==> config.mk <==
export PLATFORM = sky130hd
export DESIGN_NAME = regfile_mp
export DESIGN_NICKNAME = d
export VERILOG_FILES = /design/src/rtl/cpu_pkg.sv /design/src/rtl/regfile_rd_port.sv /design/src/rtl/regfile_mp.sv
export SDC_FILE = /design/constraint.sdc
export NUM_CORES = 2
export LEC_CHECK = 0
export BUFFER_PORTS_ARGS = -buffer_cell sky130_fd_sc_hd__clkbuf_2
export CAP_MARGIN = 20
export CORE_MARGIN = 2
export CORE_UTILIZATION = 30
export DETAILED_ROUTE_END_ITERATION = 7
export GPL_ROUTABILITY_DRIVEN = 0
export GPL_TIMING_DRIVEN = 0
export PLACE_DENSITY_LB_ADDON = 0.12
export SLEW_MARGIN = 5
export SYNTH_ARGS = -nofsm -noshare
export SYNTH_HDL_FRONTEND = slang
export SYNTH_SLANG_ARGS = --single-unit
==> constraint.sdc <==
create_clock -name clk -period 5.7 [get_ports clk]
set_clock_uncertainty 0.2 [all_clocks]
set_input_delay 1.425 -clock clk [delete_from_list [all_inputs] [get_ports clk]]
set_output_delay 1.425 -clock clk [all_outputs]
set_load 0.02 [all_outputs]
==> src/rtl/cpu_pkg.sv <==
// Shared CPU datapath types: default register-file geometry, register address and register-file FSM state.
package cpu_pkg;

  localparam int CPU_DATA_W = 32;
  localparam int CPU_NREGS  = 32;

  typedef logic [4:0] reg_addr_t;

  typedef enum logic {
    RF_CLEAR,
    RF_READY
  } rf_state_e;

endpackage

==> src/rtl/regfile_rd_port.sv <==
// One combinational read port: entry select, optional write forwarding (REGFILE_MP_BYPASS_EN),
// then zero-register and clear-sweep masking.
module regfile_rd_port
  import cpu_pkg::*;
#(
  parameter int  DATA_W   = CPU_DATA_W,
  parameter int  DEPTH    = CPU_NREGS,
  parameter int  ZERO_REG = 1,
  localparam int AW       = $clog2(DEPTH)
) (
  input  logic [DATA_W-1:0] mem_i [DEPTH],
  input  logic [AW-1:0]     ra_i,
  input  logic              busy_i,
  input  logic              we_i,
  input  logic [AW-1:0]     wa_i,
  input  logic [DATA_W-1:0] wd_i,
  output logic [DATA_W-1:0] rd_o
);

  logic ra_is_zero;
  assign ra_is_zero = (ZERO_REG != 0) && (ra_i == '0);

  always_comb begin
    rd_o = mem_i[ra_i];
`ifdef REGFILE_MP_BYPASS_EN
    if (we_i && (wa_i == ra_i)) begin
      rd_o = wd_i;
    end
`endif
    // Masking last so the zero register and the sweep override any forwarded value.
    if (ra_is_zero || busy_i) begin
      rd_o = '0;
    end
  end

`ifndef REGFILE_MP_BYPASS_EN
  logic unused_bypass;
  assign unused_bypass = ^{we_i, wa_i, wd_i};
`endif

endmodule

==> src/rtl/regfile_mp.sv <==
// Multi-read-port register file with reset-triggered clear sweep and busy flag;
// optional same-cycle write-to-read forwarding under REGFILE_MP_BYPASS_EN.
module regfile_mp
  import cpu_pkg::*;
#(
  parameter int  DATA_W   = CPU_DATA_W,
  parameter int  DEPTH    = CPU_NREGS,
  parameter int  NUM_RD   = 2,
  parameter int  ZERO_REG = 1,
  localparam int AW       = $clog2(DEPTH)
) (
  input  logic                     clk,
  input  logic                     rst,
  input  logic                     we,
  input  logic [AW-1:0]            wa,
  input  logic [DATA_W-1:0]        wd,
  input  logic [NUM_RD*AW-1:0]     ra,
  output logic [NUM_RD*DATA_W-1:0] rd,
  output logic                     busy
);

  if (DEPTH < 2 || DEPTH > 256 || (DEPTH & (DEPTH - 1)) != 0) begin : g_bad_depth
    $error("regfile_mp: DEPTH must be a power of two in 2..256");
  end
  if (NUM_RD < 1 || NUM_RD > 4) begin : g_bad_nrd
    $error("regfile_mp: NUM_RD must be in 1..4");
  end

  localparam logic [AW-1:0] LAST = AW'(DEPTH - 1);

  rf_state_e         state_q;
  logic [AW-1:0]     cnt_q;
  logic              busy_q;
  logic [DATA_W-1:0] mem_q [DEPTH];

  always_ff @(posedge clk) begin
    if (rst) begin
      state_q <= RF_CLEAR;
      cnt_q   <= '0;
      busy_q  <= 1'b1;
    end else begin
      unique case (state_q)
        RF_CLEAR: begin
          cnt_q <= cnt_q + AW'(1);
          if (cnt_q == LAST) begin
            state_q <= RF_READY;
            busy_q  <= 1'b0;
          end
        end
        RF_READY: begin
        end
      endcase
    end
  end

  assign busy = busy_q;

  logic clr_en;
  logic wr_zero;
  logic wr_en;

  assign clr_en  = !rst && (state_q == RF_CLEAR);
  assign wr_zero = (ZERO_REG != 0) && (wa == '0);
  // Writes are refused while a reset edge is pending so the sweep always starts from a clean slate.
  assign wr_en   = !rst && (state_q == RF_READY) && we && !wr_zero;

  always_ff @(posedge clk) begin
    if (clr_en) begin
      mem_q[cnt_q] <= '0;
    end else if (wr_en) begin
      mem_q[wa] <= wd;
    end
  end

  for (genvar g = 0; g < NUM_RD; g++) begin : g_rd
    regfile_rd_port #(
      .DATA_W   (DATA_W),
      .DEPTH    (DEPTH),
      .ZERO_REG (ZERO_REG)
    ) u_rd_port (
      .mem_i  (mem_q),
      .ra_i   (ra[g*AW +: AW]),
      .busy_i (busy_q),
      .we_i   (we),
      .wa_i   (wa),
      .wd_i   (wd),
      .rd_o   (rd[g*DATA_W +: DATA_W])
    );
  end

endmodule

-- Word level (Yosys, flattened, before mapping)
Index checks and enable logic that the tools add are counted.
Widths: inputs -> output; s select.
- bits in registers: 1031
- bits in latches: 0
- ROM bits: 0
- memories: 0
- bits in writable memories: 0
- logic and storage cells: 82
- mux-type cells: 17
- multipliers: 0
- reduce and logical (&&, ||, !) cells: 15
- order comparisons: 6
- shift-type cells: 0
- bitwise gates (word level): 7
- add/sub/neg operators: 1
- equal/unequal tests: 1
- div/mod/pow operators: 0
- operators by type and width (operator ; count):
    $mux 1024 ; 2
    $and 1024x1024->1024 ; 1
    $bwmux 1024 ; 1
    $not 1024->1024 ; 1
    $bmux 32 s5 ; 2
    $demux 32 s5 ; 2
    $mux 32 ; 8
    $ge 6x6->1 const B ; 4
    $not 5->6 ; 4
    $logic_not 5->1 ; 3
    $lt 6x1->1 const B ; 2
    $logic_and 1x1->1 ; 6
    $add 5x1->5 const B ; 1
    $eq 5x5->1 const B ; 1
    $logic_not 1->1 ; 2
    $logic_or 1x1->1 ; 2
    $mux 1 ; 2
    $reduce_and 2->1 ; 1
    $reduce_bool 2->1 ; 1
    $not 1->1 ; 1

-- Depth between registers and ports, before layout
- depth in word-level cells: 8
- mapped depth: 9
- gate-level depth less buffers: 5

-- Cells and area by module
A second synthesis with hierarchy kept.
- cell total of the unflattened synthesis: 4293
- area total of the unflattened synthesis: 59892.4 µm²
- modules (own cells, without submodules) (module ; cells each ; area an instance (µm²) ; sequential area each (µm²) ; instances):
    regfile_mp ; 2621 ; 43036.3 ; 30889.6 ; 1
    regfile_rd_port ; 836 ; 8428.1 ; 0.0 ; 2

-- Worst setup path before layout
No wires, ideal clock.
- kind: input port to flip-flop
- start point: input rst
- end point: register mem_q[64] (netlist bit) (enable)
- data arrival time: 4.698 ns
- buffers on the path: 3
- library setup time: 0.470 ns
- setup slack: 0.332 ns
- cell stages on the path: 6
- cells stage by stage: buf_2 > nand2b_1 > a21o_1 > buf_2 > buf_2 > o31ai_1
- longest elaborated chain between the ends: 5
- elaborated cells on any way between the ends: 6
- those cells by class: reduce/logical: 6
- ends and longest elaborated chain (element ; RTL line ; RTL):
    start, declared ; regfile_mp.sv:13 ; input logic rst,
    $logic_not 1->1 (*) ; regfile_mp.sv:62, regfile_mp.sv:65 ;
    $logic_and 1x1->1 (3 in a row) ; regfile_mp.sv:65 ; assign wr_en = !rst && (state_q == RF_READY) && we && !wr_zero;
    $reduce_bool 2->1 (no source line) (*) ; -- ;
    end signal, assigned by index ; regfile_mp.sv:71 ; mem_q[wa] <= wd;
    end, declared ; regfile_mp.sv:34 ; logic [DATA_W-1:0] mem_q [DEPTH];
Mark *: on every way between the ends. The rest lies on a longest branch, timed or not.
A chain may end at the register's enable or synchronous reset.

-- Final worst setup path
- start point: input ra[2]
- end point: output rd[4]
- longest elaborated chain between the ends: 5
- elaborated cells on any way between the ends: 7
- those cells by class: mux: 4; bitwise: 1; reduce/logical: 2
- ends and longest elaborated chain (element ; RTL line ; RTL):
    start, declared ; regfile_mp.sv:17 ; input logic [NUM_RD*AW-1:0] ra,
    $not 5->6 (implied by the code) ; regfile_rd_port.sv:24 ; rd_o = mem_i[ra_i];
    $bmux 32 s5 ; regfile_rd_port.sv:24 ;
    $mux 32 (implied by the code) (2 in a row) ; regfile_rd_port.sv:24 ;
    $mux 32 (*) ; regfile_rd_port.sv:31 ; if (ra_is_zero || busy_i) begin
    end, declared ; regfile_mp.sv:18 ; output logic [NUM_RD*DATA_W-1:0] rd,
Mark *: on every way between the ends. The rest lies on a longest branch, timed or not. The select of a mux whose other input is x is not followed.

==> results.json <==
{
  "status": "finished with violations",
  "violations": "setup timing",
  "grt_max_degree": 23,
  "switching_power_uw": 6330,
  "synthArstFlopShare_pct": 0,
  "worstSetupPathType": "input pin to primary output",
  "setup_viol": 47,
  "swShare_pct": 29.9,
  "cts_tree": "yes",
  "power.internal_uw": 14800,
  "crit_required_ns": 4.07,
  "synth_seq_area_share_pct": 50.9,
  "vias": 50193,
  "cp.arrival_ns": 4.44,
  "dieArea_um2": 206000,
  "crit_slowest_cell": "nand3_1",
  "clock-sinks": 1031,
  "core.rowCount": 165,
  "core_um2": 201000,
  "gr-total-overflow": 0,
  "cts.clk_slew.worst_paths_ns": 0.05,
  "area_growth_pct": 18.7,
  "nNetsFinal": 4678,
  "synth_ff_type": "edfxtp_1",
  "routed_wl_um": 361000,
  "portBuffers": 106,
  "die_x_um": 454,
  "path_cells": "buf_2 > buf_6 > buf_6 > buf_4 > mux2i_1 > a22oi_1 > nand3_1 > nand4_1 > clkbuf_2",
  "cp.depth": 9,
  "path_max_fanout": 10,
  "num-fill-cells": 19576,
  "ir_drop_mv": 0.303,
  "max_stage_delay_ns": 0.51,
  "clkPwrFrac_pct": 39.7,
  "cp_num_buf_inv": 5,
  "ys_warn_count": 0,
  "powerDensity_nw_per_um2": 294,
  "drv_slew": 0,
  "max_freq_mhz": 165,
  "synth_edf_count": 1024,
  "via_per_inst": 6.76,
  "ys_ff_latch": 1031,
  "drv_cap": 0,
  "clockRootBuffer": "clkbuf_16",
  "holdWs_ns": 0.392,
  "cp_top_family": "buffers and inverters",
  "worst_slew_pin_slew_ns": 1.15,
  "die_h_um": 454,
  "antenna_found_initial": 36,
  "pin_count": 115,
  "syn_area_um2": 60700,
  "first_global_vias": 46026,
  "pwr-share-seq_pct": 44.4,
  "drc_errors": 0,
  "syn_inst": 4278,
  "syn_area_per_cell_um2": 14.2,
  "final_layout_size_suffix_gt1_share_pct": 27.4,
  "hold_viol_final": 0,
  "fin_ws_ns": -0.364,
  "place_hpwl_um": 262000,
  "start_util_pct": 30.1,
  "fin_crit_sh_pct": 106,
  "synth_cell_types": 57,
  "ant_nets": 0,
  "final_util_pct": 35.7,
  "grtUsageTotal_pct": 34.3,
  "h-tree-depth": 4,
  "rr_worst_depth": 7,
  "whs_path_depth": 1,
  "combPwrFrac_pct": 15.9,
  "clockBufferDepth": 3,
  "drt_iter0_drc": 8392,
  "first_pass_iters": 6,
  "period_minus_slack_ns": 6.06,
  "min_path_type": "flip-flop to flip-flop",
  "cts_hold_buf": 0,
  "post_drt_wl_per_cell_um": 48.6,
  "cts_buffers": 135,
  "critPathMostFrequentCell": "buf_6",
  "cp-end-kind": "primary output",
  "critPathLaunchType": "input pin",
  "relSlewSlack_pct": 23.5,
  "grt_pass1_wl_um": 466000,
  "rsz0062_at_grt": "true",
  "syn_nets": 4333,
  "clk_latency_ns": 0.83,
  "p_leak_uw": 0.0273
}
cells in the mapped netlist, types with 31 or more instances:
library cell	instances	share of area, %
a21oi_1	32	0.26
a22o_1	1023	15
a22oi_1	291	3.6
a31oi_1	31	0.32
a32o_1	32	0.53
and2_1	41	0.42
buf_2	181	1.5
buf_4	56	0.69
buf_6	179	3.3
clkbuf_1	157	0.97
edfxtp_1	1024	51
mux2i_1	525	8.7
mux4_2	248	9.2
nand3_1	137	1.1
nand4_1	66	0.68
nor2_1	45	0.28
o31ai_1	31	0.38
kinds of logic after synthesis:
| logic type | after synthesis | share of synthesized area [%] |
|---|---|---|
| buffers and inverters | 588 | 6.62 |
| DFF | 1031 | 50.9 |
| xor gates and xnor gates | 3 | 0.0433 |
| adders and majority gates | 5 | 0.103 |
| AOI/OAI and AO/OA | 1485 | 20.8 |
| muxes | 773 | 17.9 |
| and+or+nand+nor | 393 | 3.66 |
state kept, by name (all words and copies together), names as in the netlist:
name     count
state_q      1
mem_q     1024
busy         1
cnt_q        5
area by class of cell:
cell class / count / area, um^2 / share of cell area, %
antenna: 30 / 75.1 / 0.104
buffer: 581 / 4330 / 6.02
clock buffer: 170 / 3590 / 4.99
clock inverter: 72 / 503 / 0.699
inverter: 3 / 11.3 / 0.0156
multi-input combinational: 2659 / 27000 / 37.4
sequential: 1031 / 30900 / 42.9
tap: 2672 / 3340 / 4.64
timing repair buffer: 212 / 2280 / 3.17
routing by layer:
metal / up-vias / wire, um / GRT usage, %
li1: 18810 / - / -
met4: 22 / 32600 / 26.1
met3: 885 / 43800 / 12.2
met5: - / 391 / 1.00
met2: 3992 / 149000 / 48.1
met1: 26484 / 135000 / 42.7
power by group through the flow:
stage / Sequential, uW / Combinational (uW) / Clock (uW)
floorplan: 9360 / 1820 / 0
global placement: 9580 / 2990 / 0
detailed placement: 9510 / 3190 / 0
CTS: 9370 / 3250 / 8390
global route: 9450 / 3390 / 8640
finish: 9410 / 3360 / 8400
stage by stage:
stage	total power (uW)	setup TNS, ns	instance area [um^2]	cells	setup slack (ns)
floorplan	11200	0	60700	4278	0.332
global placement	12600	-3049.44	64500	7056	-3.73
detailed placement	12700	-44.40	66700	7160	-1.34
CTS	21000	0	71800	7399	0.00410
global route	21500	-0.437	71900	7407	-0.140
finish	21200	-3.77	72000	7430	-0.364
timing repair:
item	CTS	global route
gates resized for setup	255	33
setup buffers	1	0
pin swaps	15	9
endpoints found under the setup margin	64	26
worst paths after layout:
path / from / slack (ns) / end
worst max register to register: state_q$_SDFF_PP0_ / 2.47 / mem_q[511]$_DFFE_PP_
worst min-delay path: mem_q[584]$_DFFE_PP_ / 0.39 / mem_q[584]$_DFFE_PP_
worst max-delay path: ra[2] / -0.36 / rd[4]
worst min register to register: mem_q[584]$_DFFE_PP_ / 0.39 / mem_q[584]$_DFFE_PP_
cell usage in the layout, fill, tap and decap left out, types with 9 or more instances in the layout:
cell type     n
edfxtp_1   1024
a22o_1     1020
mux2i_1     524
a22oi_1     275
mux4_2      248
buf_6       211
clkbuf_2    155
buf_2       148
clkbuf_16   139
clkbuf_1    129
nand3_1     116
buf_8        79
buf_4        66
nand4_1      66
nor2_1       40
a21oi_4      38
and2_1       37
a32o_1       32
clkinv_1     32
o31ai_4      31
diode_2      30
nand2_1      29
and3_1       29
clkinv_2     19
buf_16       19
nand3_2      17
a22oi_2      16
a31oi_4      16
a21oi_1      13
a21oi_2      13
a31oi_2      12
clkbuf_4     10
nor2b_1       9
No activity file was read; power rests on OpenSTA's default activity.
